[config.mk]
export PLATFORM = sky130hd
export DESIGN_NAME = state_sequencer
export DESIGN_NICKNAME = d
export VERILOG_FILES = /design/src/rtl/state_sequencer_pkg.sv /design/src/rtl/state_sequencer_inst_class.sv /design/src/rtl/state_sequencer.sv
export SDC_FILE = /design/constraint.sdc
export NUM_CORES = 1
export LEC_CHECK = 0
export CAP_MARGIN = 40
export CORE_UTILIZATION = 51
export DETAILED_ROUTE_END_ITERATION = 7
export PLACE_DENSITY = 0.82
export SKIP_LAST_GASP = 1
export SYNTH_ARGS = -nofsm -noshare
export SYNTH_HDL_FRONTEND = slang
export SYNTH_SLANG_ARGS = --single-unit
export TNS_END_PERCENT = 5
[constraint.sdc]
create_clock -name clk -period 2.1 [get_ports clk]
set_input_delay 0.42 -clock clk [delete_from_list [all_inputs] [get_ports clk]]
set_output_delay 0.42 -clock clk [all_outputs]
set_load 0.03 [all_outputs]
[src/rtl/state_sequencer_pkg.sv]
// Shared definitions for the instruction sequencer: opcodes, the one-hot
// state encoding seen by the decoder, and the internal FSM states.
package state_sequencer_pkg;

  // Opcodes the sequencer treats specially; every other code is a short instruction
  localparam logic [3:0] OP_JMP = 4'b0001;
  localparam logic [3:0] OP_STP = 4'b0010;
  localparam logic [3:0] OP_LDA = 4'b0011;
  localparam logic [3:0] OP_MUL = 4'b1101;
  localparam logic [3:0] OP_LDR = 4'b1110;

  // One-hot state vector {exec3,exec2,exec1,fetch} consumed by the decoder
  localparam logic [3:0] ST_NONE  = 4'b0000;
  localparam logic [3:0] ST_FETCH = 4'b0001;
  localparam logic [3:0] ST_EXEC1 = 4'b0010;
  localparam logic [3:0] ST_EXEC2 = 4'b0100;
  localparam logic [3:0] ST_EXEC3 = 4'b1000;

  typedef enum logic [2:0] {
    SQ_IDLE,
    SQ_FETCH,
    SQ_EXEC1,
    SQ_EXEC2,
    SQ_EXEC3,
    SQ_HALT
  } seq_state_t;

  // IDLE and HALT present an all-zero vector to the decoder
  function automatic logic [3:0] state_onehot(input seq_state_t s);
    logic [3:0] v;
    v = ST_NONE;
    case (s)
      SQ_FETCH: v = ST_FETCH;
      SQ_EXEC1: v = ST_EXEC1;
      SQ_EXEC2: v = ST_EXEC2;
      SQ_EXEC3: v = ST_EXEC3;
      default:  v = ST_NONE;
    endcase
    return v;
  endfunction

endpackage

[src/rtl/state_sequencer_inst_class.sv]
// Opcode classifier: decides how many execute phases an instruction needs.
module inst_class
  import state_sequencer_pkg::*;
(
  input  logic [3:0] inst,
  output logic       is_stop,
  output logic       is_long_mem,
  output logic       is_long_mul
);

  // Pure decode; undefined opcodes fall through to the short class
  always_comb begin
    is_stop     = (inst == OP_STP);
    is_long_mem = (inst == OP_LDA) || (inst == OP_LDR);
    is_long_mul = (inst == OP_MUL);
  end

endmodule

[src/rtl/state_sequencer.sv]
// Instruction sequencer: steps each instruction through FETCH/EXEC1..EXEC3,
// waits on data memory, halts on STP or memory timeout, counts retirements.
module state_sequencer
  import state_sequencer_pkg::*;
#(
  parameter int unsigned WAIT_MAX = 15,
  parameter int unsigned CNT_W    = 16
) (
  input  logic             clk,
  input  logic             rst,
  input  logic             run,
  input  logic             step_mode,
  input  logic             step,
  input  logic [3:0]       inst,
  input  logic             mem_ready,
  output logic [3:0]       state,
  output logic             busy,
  output logic             halted,
  output logic             fault,
  output logic [CNT_W-1:0] retired
);

  localparam logic [7:0] WAIT_LAST = 8'(WAIT_MAX - 1);

  seq_state_t       fsm_q, fsm_d;
  logic [7:0]       wait_q, wait_d;
  logic             fault_q;
  logic [CNT_W-1:0] retired_q;
  logic             complete;
  logic             timeout;
  logic             is_stop, is_long_mem, is_long_mul;
  seq_state_t       boundary_next;

  inst_class u_inst_class (
    .inst        (inst),
    .is_stop     (is_stop),
    .is_long_mem (is_long_mem),
    .is_long_mul (is_long_mul)
  );

  // Next-state logic; run/step_mode only matter in IDLE and on completing edges
  always_comb begin
    fsm_d         = fsm_q;
    wait_d        = wait_q;
    complete      = 1'b0;
    timeout       = 1'b0;
    boundary_next = (!step_mode && run) ? SQ_FETCH : SQ_IDLE;
    case (fsm_q)
      SQ_IDLE: begin
        if ((!step_mode && run) || (step_mode && step)) fsm_d = SQ_FETCH;
      end
      SQ_FETCH: fsm_d = SQ_EXEC1;
      SQ_EXEC1: begin
        if (is_stop) begin
          fsm_d = SQ_HALT;
        end else if (is_long_mem || is_long_mul) begin
          fsm_d  = SQ_EXEC2;
          wait_d = '0;
        end else begin
          complete = 1'b1;
          fsm_d    = boundary_next;
        end
      end
      SQ_EXEC2: begin
        // mem_ready takes priority over a timeout detected on the same edge
        if (is_long_mul) begin
          fsm_d = SQ_EXEC3;
        end else if (mem_ready) begin
          complete = 1'b1;
          fsm_d    = boundary_next;
        end else if (wait_q == WAIT_LAST) begin
          timeout = 1'b1;
          fsm_d   = SQ_HALT;
        end else begin
          wait_d = wait_q + 8'd1;
        end
      end
      SQ_EXEC3: begin
        complete = 1'b1;
        fsm_d    = boundary_next;
      end
      SQ_HALT: fsm_d = SQ_HALT;
      default: fsm_d = SQ_IDLE;
    endcase
  end

  // State, wait counter, sticky fault flag and retirement counter
  always_ff @(posedge clk) begin
    if (rst) begin
      fsm_q     <= SQ_IDLE;
      wait_q    <= '0;
      fault_q   <= 1'b0;
      retired_q <= '0;
    end else begin
      fsm_q  <= fsm_d;
      wait_q <= wait_d;
      if (timeout)  fault_q   <= 1'b1;
      if (complete) retired_q <= retired_q + CNT_W'(1);
    end
  end

  // Outputs decode only registered state
  always_comb begin
    state   = state_onehot(fsm_q);
    busy    = |state;
    halted  = (fsm_q == SQ_HALT);
    fault   = fault_q;
    retired = retired_q;
  end

endmodule

Word level (Yosys, flattened, before mapping)
Cells that the tools add are included.

Eq/ne operators: 17. Mux-type cells: 24. $add $sub $neg: 2. Reduce and logical (&&, ||, !) cells: 11.

Operators by type and width (number): 8-bit two-way mux (5); 3-bit case mux with 6 select lines (1); 16-bit by 1-bit adder with 16-bit output, second input constant (1); 4-bit case mux with 4 select lines (1); 8-bit case mux with 2 select lines (1); 3-bit two-way mux (5); 2-bit != test, second input constant (6); 1-bit two-way mux (9); 8-bit by 1-bit adder with 8-bit output, second input constant (1); 4-bit by 2-bit == test with 1-bit output, second input constant (2); 4-bit == test, second input constant (2); 8-bit by 4-bit == test with 1-bit output, second input constant (1); 3-bit by 2-bit == test with 1-bit output, second input constant (2); 3-bit == test, second input constant (2); 6-bit AND reduction (1); 4-bit != test, second input constant (1); 4-bit OR reduction (1); 3-bit by 1-bit == test with 1-bit output, second input constant (1); 3-bit zero test (1); 1-bit logical OR (3); 1-bit case mux with 3 select lines (1); 1-bit logical AND (2); 2-bit two-way mux (1); 2-bit AND reduction (1); other kinds (2) (2).

Bits of input ports: 10. Bits in registers: 28. Logic and storage cells: 58. Output and inout bits: 23.

Depth between registers and ports, before layout
Gate-level depths: netlist (run 1).

Word-level depth: 6. Depth in mapped cells: 7. Depth with buffers taken out: 6.

Cells and area by module
From an unflattened synthesis (run 1), not the netlist that was laid out.

Cells, all modules: 205. Area total of the unflattened synthesis: 1778.0 um^2.

Modules (own cells, without submodules): state_sequencer (times used 1, cells each 200, seq. area each 560.5 um^2, area an instance 1727.9 um^2); inst_class (times used 1, cells each 5, seq. area each 0.0 um^2, area an instance 50.0 um^2).

Worst setup path before layout (run 1)
Ideal clock, no wire load.

Kind: register to register. Start point: reg fsm_q[2]. End point: reg retired_q[6] (netlist: retired[6]). Required time: 1.984 ns. Period minus slack after synthesis: 1.849 ns. Arrival: 1.732 ns. Stages on the path, launching flop included: 7. Path buffers: 1. Slack: 0.251 ns. Setup time: 0.116 ns. Cells stage by stage: dfxtp_1 buf_2 nor3b_4 a31oi_4 nor3b_1 a21oi_1 a31o_2.

Word-level cells in the longest chain between the ends: 2. Elaborated cells between the ends (all ways): 4. Classes of those cells: eq/ne (3); mux (1).

Ends and longest elaborated chain: from (decl) (line state_sequencer.sv:25) `seq_state_t fsm_q, fsm_d;`; from (signal assigned) (line state_sequencer.sv:95) `fsm_q <= fsm_d;`; 3-bit == test or 3-bit by 2-bit == test with 1-bit output (tied branches) (line state_sequencer.sv:48) `case (fsm_q)`; 1-bit case mux with 3 select lines (*) (line state_sequencer.sv:48); to (signal assigned) (line state_sequencer.sv:98) `if (complete) retired_q <= retired_q + CNT_W'(1);`; to (decl) (line state_sequencer.sv:28) `logic [CNT_W-1:0] retired_q;`.

Every way passes the cells marked *; elsewhere a longest branch is shown, timed or not. A chain may end at the register's enable or synchronous reset.

Worst setup path after layout (run 1)
Start point: reg fsm_q[2]. End point: out state[3].

Word-level cells in the longest chain between the ends: 2. Elaborated cells between the ends (all ways): 5. Classes of those cells: eq/ne (4); mux (1).

Ends and longest elaborated chain: 3-bit == test (tied with other cells) (line state_sequencer_pkg.sv:32) `case (s)`; 4-bit case mux with 4 select lines (*) (line state_sequencer_pkg.sv:32); to (decl) (line state_sequencer.sv:16) `output logic [3:0] state,`.

Marks and branches as above.

==> flow_summary.json, run 1 <==
{
  "vdd_ir_drop_max_mv": 0.5788,
  "endpoint_kind": "output pin",
  "final.setup_skew_ps": 10.26,
  "synthCells": 194,
  "sequential_element_share_of_the_synthesized_area": 0.3348,
  "timing_worst_slew_pin_value_ps": 400.0,
  "wl_per_cell_um": 13.09,
  "maxClockFrequency_mhz": 463.3,
  "cts_max_level": 1,
  "crit_path_max_fanout": 11,
  "antenna-diode-count": 0,
  "via_per_inst": 5.471,
  "drc": 0,
  "max-clock-path-buffers": 2,
  "synth_cell_types": 51,
  "finalCriticalPeriod_ps": 2158,
  "grt_antenna_before_repair": 0,
  "grt_first_pass_wirelength_um": 6244,
  "drt-total-wl_um": 3784,
  "clock-sinks": 28,
  "fin_nets": 259,
  "min_delay_worst_type": "reg2reg",
  "num-fill-cells": 260,
  "drtPass1Iterations": 4,
  "pwr_cell_area_nw_per_um2": 525.0,
  "crit_chain": "nor3b_4 > clkdlybuf4s50_1",
  "cts_root_buf": "clkbuf_4",
  "grt_setup_unrepaired": "true",
  "grt_use_total": 0.2351,
  "floorplan.rows": 20,
  "ys.flop_type": "dfxtp_1",
  "route.antenna.remaining_nets": 0,
  "placeableCoreArea_um2": 3078,
  "multi_input_area_um2": 1050,
  "final_core_util": 0.7207,
  "cts_made_buffers": 3,
  "critical_path_slowest_stage_cell": "clkdlybuf4s50_1",
  "grt_pass1_vias": 1423,
  "clock_tree_from_tritoncts": "built",
  "design.portCount": 33,
  "die_y_um": 59.30,
  "timing_hold_violations_final": 0,
  "worst_setup_path_start_kind": "flip-flop",
  "worst_path_largest_cell_delay_ps": 700,
  "maxCapViolations": 0,
  "finalSetupViolations": 1,
  "layout-area-overhead-vs-synth_pct": 32.51,
  "routed-via-count": 1581,
  "commonest_cells_after_routing_fill_and_taps_aside": "nor2_1, clkdlybuf4s50_1, dfxtp_1, buf_4",
  "dieWidth_um": 59.30,
  "worstSkewPairLatency_ps": 340,
  "mappedNetlistNets": 207,
  "synth-seq-cells": 28,
  "remaining_max_slew_budget_at_the_tightest_pin": 0.7264,
  "grt_start_max_net_pins": 25,
  "clkSlewWorstSetupHoldPaths_ps": 160,
  "leakage_uw": 0.0007840,
  "setup-tns-final_ps": -58.29,
  "final.setup.worst_slack_ps": -58.29,
  "place.detailed.hpwl_um": 2899,
  "hold_buffers_post_cts": 0,
  "async_flop_share": 0,
  "initialDrtViolationCount": 54,
  "failed_checks": "setup timing",
  "crit_required_ps": 1680,
  "grt_overflow": 0,
  "drv_slew": 0,
  "synth_area_um2": 1674,
  "synth_edf_count": 0,
  "globalplace.congestion": 0.8580,
  "seq_area_um2": 563.0,
  "initial_utilization": 0.5439,
  "drive_gt1_frac": 0.1878,
  "fin_worst_hold_slack_ps": 491.9,
  "min_period_over_period": 1.028,
  "ys.warnings.count": 0,
  "cp_data_arrival_time_ps": 1740,
  "syn-mean-instance-area_um2": 8.629,
  "worst-setup-path-type": "reg2out",
  "status": "finished with violations",
  "io_buffers": 32,
  "die_area_um2": 3516
}
[cell families after synthesis]
family / synth area share
DFF: 0.3348
and+or+nand+nor: 0.3640
xor gates and xnor gates: 0.08894
buffers and inverters: 0.03812
AOI/OAI and AO/OA: 0.1390
muxes: 0.01271
adders and majority gates: 0.02242
[per-layer routing]
metal,track usage,wire length [um],vias up,share of wire
li1,-,-,810,-
met1,0.3014,1783,726,0.47
met2,0.3981,1823,43,0.48
met3,0.05240,153,2,0.040
met4,0.05782,24,0,0.0063
met5,0,0,-,0
[cell usage after synthesis, drive strengths merged, types with 2 or more instances]
library cell	count	area, um2
xnor2	14	122.6
and3	5	31.28
inv	3	11.26
nand2	12	45.04
nand2b	4	25.02
nor2	28	107.6
or4	2	15.01
nand3b	2	15.01
clkbuf	3	12.51
o21ai	5	25.02
a2111oi	2	36.29
buf	5	40.04
a21oi	14	70.07
ha	3	37.54
a31oi	3	33.78
or2	3	18.77
xor2	3	26.28
nand4	8	50.05
nor3b	3	33.78
nand4b	2	23.77
nor3	9	45.04
nor4	7	75.07
dfxtp	28	560.5
and2	3	18.77
nand3	8	40.04
[area by class of cell]
cell class / count / area share
flip-flops and latches: 28 / 0.2538
multi-input cells: 155 / 0.4732
clock buffers: 3 / 0.01015
clock inverters: 1 / 0.01354
inverters: 3 / 0.005076
repair buffers: 55 / 0.2194
well taps: 44 / 0.02482
[registers in the layout (all words and copies together) (netlist names)]
signal,cells
fsm_q,3
fault,1
wait_q,8
retired,16
[metrics by stage]
stage          area [um2]  setup slack [ps]  std cells  total power [uW]
4_1_cts              2216            -58.78        289              1171
3_3_place_gp         2162            -177.5        285             811.5
2_1_floorplan        1674             251.5        194             720.7
6_report             2218            -58.29        289              1165
3_5_place_dp         2162            -241.2        285             814.9
5_1_grt              2218            -113.2        289              1217
[worst paths after layout]
kind	from	endpoint	slack, ps	cells after the start
max	fsm_q[2]$_SDFFE_PP0P_	state[3]	-60	2
min	wait_q[7]$_SDFFE_PP0P_	wait_q[7]$_SDFFE_PP0P_	490	2
max reg2reg	fsm_q[0]$_SDFFE_PP0P_	wait_q[7]$_SDFFE_PP0P_	290	6
min reg2reg	wait_q[7]$_SDFFE_PP0P_	wait_q[7]$_SDFFE_PP0P_	490	2
[what timing repair did]
item                       4_1_cts  5_1_grt
pin swaps                        0        0
gates resized for setup          3        1
buffers inserted                 0        0
setup endpoints to repair        3        4
[critical path: cells and delay by family (launching register included)]
family	cells	cell delay, ps
buffers and inverters	1	700
DFF	1	460
and+or+nand+nor	1	230
[power by group]
group | total (uW) | internal [uW] | switching (uW)
Combinational | 244 | 105 | 139
Sequential | 560 | 541 | 18.4
Clock | 361 | 193 | 168
(Power assumes the default switching activity.)
==> run 2: changes to the inputs <==
- CORE_ASPECT_RATIO: unset -> 1.5
==> flow_summary.json, run 2 (same netlist as run 1, synthesis figures left out) <==
{
  "status": "finished, final reports clean",
  "grt_start_max_net_pins": 25,
  "grt_first_pass_wirelength_um": 6258,
  "initial_utilization": 0.5352,
  "worstReg2RegEnd": "wait_q[7]$_SDFFE_PP0P_",
  "maxClockFrequency_mhz": 485.0,
  "worst_setup_path_start_kind": "flip-flop",
  "cts_max_level": 1,
  "commonest_cells_after_routing_fill_and_taps_aside": "nor2_1, dfxtp_1, clkdlybuf4s50_1",
  "floorplan.rows": 25,
  "hold_path_depth": 2,
  "io_buffers": 32,
  "initialDrtViolationCount": 34,
  "globalplace.congestion": 0.8327,
  "endpoint_kind": "output pin",
  "mostFrequentLayoutCell": "nor2_1",
  "min_delay_worst_type": "reg2reg",
  "grt_overflow": 0,
  "drv_slew": 0,
  "via_per_inst": 5.604,
  "min_period_over_period": 0.9818,
  "placed_area_um2": 2135,
  "crit_required_ps": 1680,
  "dieWidth_um": 48.78,
  "cell_class_contributing_the_biggest_share_of_worst_path_delay": "buffers and inverters",
  "leakage_uw": 0.0007893,
  "rr_worst_depth": 6,
  "die_area_um2": 3520,
  "dp_cells": 278,
  "clock-sinks": 28,
  "drt-total-wl_um": 3795,
  "cts_made_buffers": 3,
  "critical_path_slowest_stage_cell": "clkdlybuf4s50_1",
  "grt_antenna_before_repair": 0,
  "antenna-diode-count": 0,
  "finalNonFillerCells": 283,
  "preCtsSetupSlack_ps": -228.2,
  "vdd_ir_drop_max_mv": 0.3794,
  "grt_setup_unrepaired": "true",
  "max-clock-path-buffers": 2,
  "layout-area-overhead-vs-synth_pct": 32.21,
  "placeableCoreArea_um2": 3128,
  "drc": 0,
  "worst_path_largest_cell_delay_ps": 700,
  "worst_hold_path_ep": "wait_q[7]$_SDFFE_PP0P_",
  "final_core_util": 0.7076,
  "largest_reg_flops": 16,
  "finalCriticalPeriod_ps": 2062,
  "die_y_um": 72.17,
  "worst-setup-path-type": "reg2out",
  "design.portCount": 33,
  "route.antenna.remaining_nets": 0,
  "crit_chain": "nor3b_4 > clkdlybuf4s50_1",
  "hold_buffers_post_cts": 0,
  "holdCritStartpoint": "wait_q[7]$_SDFFE_PP0P_",
  "worstSkewPairLatency_ps": 270,
  "final.setup.worst_slack_ps": 38.12,
  "grt_use_total": 0.2216,
  "maxCapViolations": 0,
  "drtPass1Iterations": 6,
  "place.detailed.hpwl_um": 2863,
  "cp_bufs_invs": 1,
  "finalSetupViolations": 0,
  "clkSlewWorstSetupHoldPaths_ps": 90,
  "setup-tns-final_ps": 0,
  "wl_per_cell_um": 13.41,
  "design_area_um2": 2213,
  "clock_tree_from_tritoncts": "built",
  "cp_data_arrival_time_ps": 1640,
  "cts_root_buf": "clkbuf_8",
  "r2r-start": "fsm_q[0]$_SDFFE_PP0P_",
  "timing.reg2reg.setup_slack_ps": 260,
  "drive_gt1_frac": 0.1852,
  "routed-via-count": 1586,
  "remaining_max_slew_budget_at_the_tightest_pin": 0.7321,
  "fin_nets": 257,
  "timing_worst_slew_pin_value_ps": 401.8,
  "pwr_cell_area_nw_per_um2": 509.1,
  "grt_pass1_vias": 1480,
  "timing_hold_violations_final": 0,
  "crit_path_max_fanout": 11,
  "final.setup_skew_ps": 2.050
}
[run 2: cell count changes in the layout (fill, tap and decap cells not counted), moves of 2 or more]
cell / change
dlymetal6s2s_1: +2
clkbuf_8: +4
buf_4: -3
clkbuf_4: -3
[run 2: how the worst max path moves through the flow]
stage | startpoint | end | slack (ps) | cells after the start
4_1_cts | fsm_q[2]$_SDFFE_PP0P_ | state[3] | -110 | 2
2_1_floorplan | fsm_q[2]$_SDFFE_PP0P_ | retired[6]$_SDFFE_PP0P_ | 250 | 6
3_3_place_gp | inst[0] | retired[15]$_SDFFE_PP0P_ | -190 | 6
6_report | fsm_q[2]$_SDFFE_PP0P_ | state[3] | 40 | 2
3_5_place_dp | inst[0] | retired[15]$_SDFFE_PP0P_ | -230 | 6
5_1_grt | inst[0] | retired[2]$_SDFFE_PP0P_ | -60 | 8
[run 2: worst reg2reg max path, cell delays in order (launching register included)]
cell and delay (ps):
dfxtp_1 410, buf_4 220, inv_1 130, nor3_1 210
a21oi_1 170, or4_1 490, a21oi_1 140
[run 2: area by class of cell]
cell class	count	area [um2]
multi-input combinational	155	1052
fill	271	914.6
timing repair buffer	53	481.7
sequential	28	563.0
clock buffer	4	55.05
inverter	3	11.26
tap	40	50.05
[run 2: what timing repair did]
action | 4_1_cts | 5_1_grt
resized for setup | 1 | 6
endpoints found under the hold margin | 0 | 0
endpoints found under the setup margin | 3 | 15
setup buffers | 0 | 1
pin swaps | 0 | 1
[run 2: layer usage]
layer,share of wire,GRT usage,vias up
li1,-,-,803
met1,0.42,0.2487,739
met2,0.55,0.4259,39
met3,0.017,0.01468,5
met4,0.016,0.09150,0
met5,0,0,-
[run 2: metrics by stage]
stage,power [uW],hold WS (ps)
floorplan,720.7,451.9
global route,1173,514.8
finish,1127,482.4
global placement,807.8,460.5
detailed placement,810.2,472.4
CTS,1128,484.8
[run 2: report_power, final]
part           internal [uW]  switching (uW)  leakage (uW)
Combinational            107             138      0.000534
Clock                    167             155     0.0000288
Sequential               540            19.1      0.000227
